`config.mk`:
```
export PLATFORM = sky130hd
export DESIGN_NAME = layer_scheduler
export DESIGN_NICKNAME = d
export VERILOG_FILES = /design/src/rtl/layer_scheduler_pkg.sv /design/src/rtl/frame_beat_counter.sv /design/src/rtl/layer_scheduler.sv
export SDC_FILE = /design/constraint.sdc
export NUM_CORES = 1
export LEC_CHECK = 0
export BUFFER_PORTS_ARGS = -buffer_cell sky130_fd_sc_hd__buf_2
export CAP_MARGIN = 20
export CORE_UTILIZATION = 62
export CTS_BUF_LIST = sky130_fd_sc_hd__clkbuf_8
export CTS_CLUSTER_DIAMETER = 30
export CTS_CLUSTER_SIZE = 30
export DETAILED_ROUTE_END_ITERATION = 8
export MAX_ROUTING_LAYER = met4
export PLACE_DENSITY = 0.83
export SETUP_SLACK_MARGIN = 0.15
export SLEW_MARGIN = 40
export SYNTH_ARGS = -nofsm -noshare
export SYNTH_HDL_FRONTEND = slang
export SYNTH_HIERARCHICAL = 1
export SYNTH_SLANG_ARGS = --single-unit
```
`constraint.sdc`:
```
create_clock -name CLK -period 7.2 [get_ports CLK]
set_input_delay 0.72 -clock CLK [delete_from_list [all_inputs] [get_ports CLK]]
set_output_delay 0.72 -clock CLK [all_outputs]
set_load 0.02 [all_outputs]
```
`src/rtl/layer_scheduler_pkg.sv`:
```
`default_nettype none
// ============================================================================
// Module      : layer_scheduler_pkg
// Description : Shared types and default widths for the SNN layer scheduler:
//               scheduler state encoding and the per-layer config entry.
// Revision    : 1.0 - initial release
// ============================================================================
package layer_scheduler_pkg;

  // Default field widths; the top-level parameters start from these.
  localparam int HW_WIDTH_DEF   = 5;
  localparam int T_WIDTH_DEF    = 5;
  localparam int TPD_WIDTH_DEF  = 4;
  localparam int NUM_LAYERS_DEF = 4;
  localparam int LID_WIDTH_DEF  = 2;
  localparam int DRAIN_CYC_DEF  = 4;

  // Scheduler sequencing states.
  typedef enum logic [1:0] {
    ST_IDLE   = 2'd0,
    ST_LOAD   = 2'd1,
    ST_STREAM = 2'd2,
    ST_DRAIN  = 2'd3
  } sched_state_t;

  // One config table entry at the default widths (hw = H-1 = W-1, t = T-1).
  typedef struct packed {
    logic [HW_WIDTH_DEF-1:0]  hw;
    logic [T_WIDTH_DEF-1:0]   t;
    logic [TPD_WIDTH_DEF-1:0] tpd;
  } cfg_entry_t;

endpackage : layer_scheduler_pkg
`default_nettype wire

```
`src/rtl/frame_beat_counter.sv`:
```
`default_nettype none
// ============================================================================
// Module      : frame_beat_counter
// Description : Nested t/w/h beat counter for one dataflow frame. t is the
//               innermost loop, then w, then h, matching the order the conv
//               dataflow controller consumes beats. last_o flags the final
//               beat (t==T, w==HW, h==HW) of the frame.
// Revision    : 1.0 - initial release
// ============================================================================
module frame_beat_counter #(
  parameter int HW_WIDTH = 5,
  parameter int T_WIDTH  = 5
) (
  input  logic                clk_i,
  input  logic                rst_i,
  input  logic                clr_i,
  input  logic                adv_i,
  input  logic [HW_WIDTH-1:0] hw_i,
  input  logic [T_WIDTH-1:0]  t_i,
  output logic                last_o
);

  localparam logic [HW_WIDTH-1:0] C_HW_ONE = HW_WIDTH'(1);
  localparam logic [T_WIDTH-1:0]  C_T_ONE  = T_WIDTH'(1);

  logic [T_WIDTH-1:0]  t_q;
  logic [HW_WIDTH-1:0] w_q;
  logic [HW_WIDTH-1:0] h_q;

  logic w_t_wrap;
  logic w_w_wrap;
  logic w_h_wrap;

  assign w_t_wrap = (t_q == t_i);
  assign w_w_wrap = (w_q == hw_i);
  assign w_h_wrap = (h_q == hw_i);
  assign last_o   = w_t_wrap & w_w_wrap & w_h_wrap;

  // Advance the nested counters on each accepted beat; clear wins over advance.
  always_ff @(posedge clk_i) begin
    if (rst_i || clr_i) begin
      t_q <= '0;
      w_q <= '0;
      h_q <= '0;
    end else if (adv_i) begin
      if (w_t_wrap) begin
        t_q <= '0;
        if (w_w_wrap) begin
          w_q <= '0;
          h_q <= w_h_wrap ? '0 : h_q + C_HW_ONE;
        end else begin
          w_q <= w_q + C_HW_ONE;
        end
      end else begin
        t_q <= t_q + C_T_ONE;
      end
    end
  end

endmodule : frame_beat_counter
`default_nettype wire

```
`src/rtl/layer_scheduler.sv`:
```
`default_nettype none
// ============================================================================
// Module      : layer_scheduler
// Description : Walks the SNN conv dataflow controller through a programmed
//               list of layers. Holds a small config table, presents the
//               active entry, gates source beats into IN_VALID for exactly one
//               frame per layer, drives BP between layers and when idle, and
//               reports progress (LAYER/BUSY) and completion (DONE).
// Revision    : 1.0 - initial release
// ============================================================================
module layer_scheduler
  import layer_scheduler_pkg::*;
#(
  parameter int HW_WIDTH   = HW_WIDTH_DEF,
  parameter int T_WIDTH    = T_WIDTH_DEF,
  parameter int TPD_WIDTH  = TPD_WIDTH_DEF,
  parameter int NUM_LAYERS = NUM_LAYERS_DEF,
  parameter int LID_WIDTH  = LID_WIDTH_DEF,
  parameter int DRAIN_CYC  = DRAIN_CYC_DEF
) (
  input  logic                 CLK,
  input  logic                 RST,
  input  logic                 CFG_WE,
  input  logic [LID_WIDTH-1:0] CFG_ADDR,
  input  logic [HW_WIDTH-1:0]  CFG_HW,
  input  logic [T_WIDTH-1:0]   CFG_T,
  input  logic [TPD_WIDTH-1:0] CFG_TPD,
  input  logic [LID_WIDTH-1:0] CFG_NL,
  input  logic                 START,
  input  logic                 ABORT,
  input  logic                 SRC_VALID,
  output logic                 SRC_READY,
  output logic                 IN_VALID,
  output logic [HW_WIDTH-1:0]  HW,
  output logic [T_WIDTH-1:0]   T,
  output logic [TPD_WIDTH-1:0] TPD,
  output logic                 BP,
  output logic                 DF_CLR,
  output logic [LID_WIDTH-1:0] LAYER,
  output logic                 BUSY,
  output logic                 DONE
);

  // Drain counter runs 0 .. DRAIN_CYC-1 (DRAIN_CYC is expected to be >= 1).
  localparam int                   C_DCW        = (DRAIN_CYC > 1) ? $clog2(DRAIN_CYC) : 1;
  localparam logic [C_DCW-1:0]     C_DRAIN_LAST = C_DCW'(DRAIN_CYC - 1);
  localparam logic [C_DCW-1:0]     C_DRAIN_ONE  = C_DCW'(1);
  localparam logic [LID_WIDTH-1:0] C_LID_ONE    = LID_WIDTH'(1);

  // Config table (deliberately not reset: a run uses whatever was written).
  logic [HW_WIDTH-1:0]  tbl_hw_q  [NUM_LAYERS];
  logic [T_WIDTH-1:0]   tbl_t_q   [NUM_LAYERS];
  logic [TPD_WIDTH-1:0] tbl_tpd_q [NUM_LAYERS];

  sched_state_t         state_q;
  logic [LID_WIDTH-1:0] layer_q;
  logic [LID_WIDTH-1:0] nl_q;
  logic [HW_WIDTH-1:0]  hw_q;
  logic [T_WIDTH-1:0]   t_q;
  logic [TPD_WIDTH-1:0] tpd_q;
  logic [C_DCW-1:0]     drain_cnt_q;
  logic                 src_ready_q;
  logic                 bp_q;
  logic                 df_clr_q;
  logic                 done_q;
  logic                 busy_q;

  logic w_in_valid;
  logic w_abort;
  logic w_cnt_clr;
  logic w_frame_last;

  // SRC_READY is only ever high in STREAM, so every IN_VALID is a frame beat.
  assign w_in_valid = SRC_VALID & src_ready_q;
  assign w_abort    = ABORT & (state_q != ST_IDLE);
  assign w_cnt_clr  = (state_q == ST_LOAD) | w_abort;

  frame_beat_counter #(
    .HW_WIDTH (HW_WIDTH),
    .T_WIDTH  (T_WIDTH)
  ) u_frame_cnt (
    .clk_i  (CLK),
    .rst_i  (RST),
    .clr_i  (w_cnt_clr),
    .adv_i  (w_in_valid),
    .hw_i   (hw_q),
    .t_i    (t_q),
    .last_o (w_frame_last)
  );

  // Config table writes, accepted only while idle.
  always_ff @(posedge CLK) begin
    if (!RST && (state_q == ST_IDLE) && CFG_WE) begin
      tbl_hw_q[CFG_ADDR]  <= CFG_HW;
      tbl_t_q[CFG_ADDR]   <= CFG_T;
      tbl_tpd_q[CFG_ADDR] <= CFG_TPD;
    end
  end

  // Layer sequencing FSM with registered outputs; ABORT overrides every busy transition.
  always_ff @(posedge CLK) begin
    if (RST) begin
      state_q     <= ST_IDLE;
      layer_q     <= '0;
      nl_q        <= '0;
      hw_q        <= '0;
      t_q         <= '0;
      tpd_q       <= '0;
      drain_cnt_q <= '0;
      src_ready_q <= 1'b0;
      bp_q        <= 1'b1;
      df_clr_q    <= 1'b0;
      done_q      <= 1'b0;
      busy_q      <= 1'b0;
    end else begin
      df_clr_q <= 1'b0;
      done_q   <= 1'b0;
      if (w_abort) begin
        state_q     <= ST_IDLE;
        src_ready_q <= 1'b0;
        bp_q        <= 1'b1;
        df_clr_q    <= 1'b1;
        busy_q      <= 1'b0;
        drain_cnt_q <= '0;
      end else begin
        case (state_q)
          ST_IDLE: begin
            if (START) begin
              state_q <= ST_LOAD;
              nl_q    <= CFG_NL;
              layer_q <= '0;
              busy_q  <= 1'b1;
            end
          end
          ST_LOAD: begin
            hw_q        <= tbl_hw_q[layer_q];
            t_q         <= tbl_t_q[layer_q];
            tpd_q       <= tbl_tpd_q[layer_q];
            drain_cnt_q <= '0;
            bp_q        <= 1'b0;
            src_ready_q <= 1'b1;
            state_q     <= ST_STREAM;
          end
          ST_STREAM: begin
            if (w_in_valid && w_frame_last) begin
              src_ready_q <= 1'b0;
              state_q     <= ST_DRAIN;
            end
          end
          ST_DRAIN: begin
            if (drain_cnt_q == C_DRAIN_LAST) begin
              drain_cnt_q <= '0;
              bp_q        <= 1'b1;
              if (layer_q == nl_q) begin
                done_q  <= 1'b1;
                busy_q  <= 1'b0;
                state_q <= ST_IDLE;
              end else begin
                layer_q <= layer_q + C_LID_ONE;
                state_q <= ST_LOAD;
              end
            end else begin
              drain_cnt_q <= drain_cnt_q + C_DRAIN_ONE;
            end
          end
          default: begin
            state_q     <= ST_IDLE;
            src_ready_q <= 1'b0;
            bp_q        <= 1'b1;
            busy_q      <= 1'b0;
          end
        endcase
      end
    end
  end

  assign SRC_READY = src_ready_q;
  assign IN_VALID  = w_in_valid;
  assign HW        = hw_q;
  assign T         = t_q;
  assign TPD       = tpd_q;
  assign BP        = bp_q;
  assign DF_CLR    = df_clr_q;
  assign LAYER     = layer_q;
  assign BUSY      = busy_q;
  assign DONE      = done_q;

endmodule : layer_scheduler
`default_nettype wire

```
# Yosys cells after proc, flatten, opt, wreduce, memory -nomap -nowiden
# Memory sizes are Yosys's and may differ from the RTL's. A register that Yosys moved wholly into a read port is not among the register bits.
# Index checks and enable logic that the tools add are counted.
# totals
register_bits,28
ram_bits,56
output_inout_bits,22
wordCells,88
memories,3
# memory_table
name,words,width,read_ports,rd_ports_with_merged_regs,wr,line_no,source
tbl_hw_q,4,5,1,1,1,layer_scheduler.sv:51,logic [HW_WIDTH-1:0] tbl_hw_q [NUM_LAYERS];
tbl_t_q,4,5,1,1,1,layer_scheduler.sv:52,logic [T_WIDTH-1:0] tbl_t_q [NUM_LAYERS];
tbl_tpd_q,4,4,1,1,1,layer_scheduler.sv:53,logic [TPD_WIDTH-1:0] tbl_tpd_q [NUM_LAYERS];
# op_classes
n_addsub,5
eq_ne,13
muxes,26
n_bitwise,8
reduce_logical,21
# op_table
operator,n
$add A5 B1 Y5 const B,3
$eq A5 B5 Y1,3
$mux W5,3
$mux W2,7
$mux W1,10
$ne A2 B2 Y1 const B,5
$reduce_and A3 Y1,3
$pmux W2 S2,2
$pmux W2 S4,1
$reduce_and A2 Y1,4
$reduce_bool A2 Y1,4
$eq A2 B2 Y1 const B,3
$pmux W1 S2,3
$reduce_and A5 Y1,1
$add A2 B1 Y2 const B,2
$and A1 B1 Y1,4
$reduce_and A4 Y1,1
$reduce_or A4 Y1,1
$logic_and A1 B1 Y1,3
$not A1 Y1,3
$eq A2 B1 Y1 const B,1
$eq A2 B2 Y1,1
$logic_not A2 Y1,1
$reduce_or A2 Y1,1
other kinds (3),3

# Depth between registers and ports, before layout
# logic_depth
ltp_word,6
mapped_depth,9
depth_no_buf,8

# Hierarchy
# The synthesis kept the hierarchy.
# modules_own_cells
module,n_inst,cells_each,area_each_um2,seq_area_each_um2
layer_scheduler,1,224,3214.3,2222.1
frame_beat_counter,1,109,923.4,300.3

# Worst setup path after synthesis
# No wires, ideal clock.
# synth_path
path_kind,input-to-reg
from,input port RST
to,"memory tbl_hw_q[0][0], enable pin"
t_arrival_ns,1.928
t_required_ns,6.797
slack_ns,4.870
cell_stages,2
cell_sequence,nand3b_1 > nor3_1
# synth_via
elab_chain_len,5
# synth_lines
element,line_no,source
"start, declared",layer_scheduler.sv:22,"input logic RST,"
$logic_not A1 Y1,layer_scheduler.sv:93,if (!RST && (state_q == ST_IDLE) && CFG_WE) begin
$logic_and A1 B1 Y1 (2 in a row),layer_scheduler.sv:93,
$mux W1,layer_scheduler.sv:93,
$mux W1 (not written as such),layer_scheduler.sv:94,tbl_hw_q[CFG_ADDR] <= CFG_HW;
"end, declared",layer_scheduler.sv:51,
# No other way between the ends.

# Final worst setup path
# layout_path
from,"register hw_q[4], in the netlist HW[4], read port of tbl_hw_q"
to,register state_q[0]
# layout_via
elab_chain_len,6
elab_cells_between_ends,7
# layout_lines
element,line_no,source
"start, declared",layer_scheduler.sv:58,logic [HW_WIDTH-1:0] hw_q;
$eq A5 B5 Y1,frame_beat_counter.sv:35,assign w_w_wrap = (w_q == hw_i);
$and A1 B1 Y1,frame_beat_counter.sv:37,assign last_o = w_t_wrap & w_w_wrap & w_h_wrap;
$and A1 B1 Y1 *,frame_beat_counter.sv:37,
named net w_frame_last,layer_scheduler.sv:71,logic w_frame_last;
$logic_and A1 B1 Y1 *,layer_scheduler.sv:145,if (w_in_valid && w_frame_last) begin
$ne A2 B2 Y1 (no line) *,--,
$reduce_and A3 Y1 (no line) *,--,
"end signal, assigned",layer_scheduler.sv:142,state_q <= ST_STREAM;
"end signal, assigned",layer_scheduler.sv:147,state_q <= ST_DRAIN;
"end signal, assigned",layer_scheduler.sv:157,state_q <= ST_IDLE;
"end, declared",layer_scheduler.sv:55,sched_state_t state_q;
# The timed path passes the listed nets; every way through them passes the cells marked *.
# A chain may end at the register's enable or synchronous reset.

==> results.tsv <==
metric	value	unit
pwr dens	290	nW/µm²
Worst Path Max Fanout	11	
PortBufs	45	
grt ovf	0	
cts bufs inserted	9	
Syn Area/Cell	12.4	µm²
Rows	29	
synthesized cell area	4140	µm²
CTS tree	done	
Starting Density	64.8	%
cells along the critical path	xor2_1 > nor3_1 > nand2_1 > nor3_1 > nand3_1 > a221oi_1 > nand2_1 > a32o_1	
post-DR wirelength/cell	16.2	µm
instance count of the mapped netlist	333	
Post-synth EDFFs	56	
fmax	0.394	GHz
Worst Hold Class	reg2reg	
Fin Setup TNS	0	ns
wire length of the first global-routing pass	12.3	mm
post-route worst setup slack	4.66	ns
area leader, netlist	edfxtp_1	
final hold violation count	0	
routability cong.	0.834	
syn_nets	365	
Root Driver	clkbuf_8	
Place WS	4.67	ns
Synth Register Bits	98	
Final ANT Viol Nets	0	
top post-synthesis cells by area	edfxtp_1 41%, dfxtp_1 20%, mux4_2 7.6%	
top cell type's share of synthesized area	40.6	%
top-count cell post-synth	edfxtp_1	
Commonest cells post-synth	56 x edfxtp_1, 45 x nand2_1, 42 x dfxtp_1	
initial antenna violation count	0	
CP Buf/Inv Count	0	
Slowest-stage cell, CP	dfxtp_1	
clock-pin slew on the worst setup and hold paths	0.10	ns
Worst Path Arrival	2.80	ns
Die Area	7000	µm²
Clock Latency Late Sink	0.36	ns
status	finished, final reports clean	
Top Ports	46	
CP Launch Type	flop	
Least-Margin Pin Slew	0.738	ns
Detail Placement HPWL	5.36	mm
ANT cells	0	
Worst VDD drop	0.189	mV
top_reg_cell synth	edfxtp_1	
clk buf depth	2	
Worst EP required	7.46	ns
Layout area overhead	11.7	%
Worst Skew	0.00808	ns
clk sinks	98	
synthesis warning total	6	
vias in the first global route	2528	
Max-slew headroom	50.7	%
Die Width	83.7	µm
max-slew violations	0	
post-cts resize count	0	
Leakage	0.00174	µW
Overall Global Routing Usage	23.5	%
Routed WL	7.37	mm
min Tclk post-route	2.54	ns
Max stage delay on crit path	0.48	ns
DRT Pass-1 Iters	5	
hold buffers post-CTS	0	
sequential area share after synthesis	61.0	%
Residual DRC	0	
die height	83.7	µm
# setup viols final	0	
core area	6390	µm²
max_cap viols	0	
largest net degree at the start of global routing	26	
share of cells above drive strength 1	22.2	%
Crit Path Category	reg2reg	
Cell variety after synth	47	
DR iter-0 viols	124	
H-tree depth	3	
via-per-instance ratio	5.89	
CP Capture Type	flop	
RSZ-0062 raised after global routing	no	
Tcrit/Tclk final	35.2	%
Final nets	406	
Async SR Flop Fraction	0	%
critical path's top delay family	simple AND/OR/NAND/NOR gates	
Setup Fix Bufs, Post-CTS	0	
Via Count	2687	
## final cells by class
type,count,area [µm²]
multi-input combinational,215,1570
clock inverter,7,66.3
inverter,5,18.8
clock buffer,9,124
sequential,98,2520
fill,432,1770
timing repair buffer,45,225
tap,77,96.3
## worst register-to-register path, stage by stage, from the launching register on
cell	delay (ns)
dfxtp_1	0.48
xor2_1	0.11
nor3_1	0.35
nand2_1	0.30
nor3_1	0.30
nand3_1	0.12
a221oi_1	0.42
nand2_1	0.09
a32o_1	0.27
## path summary, 6_finish.rpt
kind | start | endpoint | slack, ns | cells past startpoint
setup / recovery | HW[4] | state_q[0] | 4.66 | 8
hold reg to reg | TPD[3] | TPD[3] | 0.47 | 2
hold / removal | TPD[3] | TPD[3] | 0.47 | 2
setup reg to reg | HW[4] | state_q[0] | 4.66 | 8
## cell families after synthesis
logic type / after synthesis / synth area share, %
flops: 98 / 61.0
fa+ha+maj: 8 / 2.42
compound gates: 52 / 7.41
buf+inv: 20 / 2.27
simple gates: 118 / 14.4
mux: 16 / 8.10
xor+xnor: 21 / 4.45
## per-layer routing
layer  share of wire (%)  up-vias  GRT usage (%)
li1                    -     1311              -
met1                  46     1280           32.1
met2                  48       89           35.7
met3                 5.9        7           4.95
met4                0.77        0           7.40
met5                   0        -              -
## power by group
group	internal [µW]	switching (µW)	total, µW
combinational	112	217	329
clock	135	205	341
sequential	636	35.6	672
## stage by stage
stage / hold slack [ns] / total power [µW] / cell area, µm² / util, % / instances
after floorplan: 0.455 / 932 / 4140 / - / 333
after global placement: 0.444 / 998 / 4400 / 69.0 / 440
after detailed placement: 0.457 / 1010 / 4430 / 69.4 / 440
after CTS: 0.471 / 1350 / 4620 / 72.4 / 456
after global routing: 0.502 / 1410 / 4620 / 72.4 / 456
final: 0.471 / 1340 / 4620 / 72.4 / 456
## cell usage in the layout (no fill, tap or decap), types with 2 or more instances in the layout
cell type	count
nor3b_1	2
a31oi_1	3
and2_1	2
nor4_1	2
xor2_1	19
nand3_1	12
inv_6	3
inv_8	2
xnor2_1	2
nand4_1	5
nand2b_1	3
dfxtp_1	41
clkinv_4	2
a32o_1	2
nand2_1	45
and3_1	2
ha_1	8
mux2i_1	2
mux4_2	14
o21ai_0	6
clkbuf_8	9
nor2_1	17
nand3b_1	2
nor3_4	4
buf_2	45
nor2b_1	5
edfxtp_1	56
inv_1	5
or4_1	3
a21oi_1	32
o31ai_1	2
nor3_1	5
## sequential cells by signal, summed over array words and instances (netlist names), 4 cells and up
signal,cells
tbl_tpd_q,16
tbl_hw_q,20
u_frame_cnt/w_q,5
tbl_t_q,20
T,5
u_frame_cnt/h_q,5
TPD,4
HW,5
u_frame_cnt/t_q,5
No activity file was read; power rests on OpenSTA's default activity.
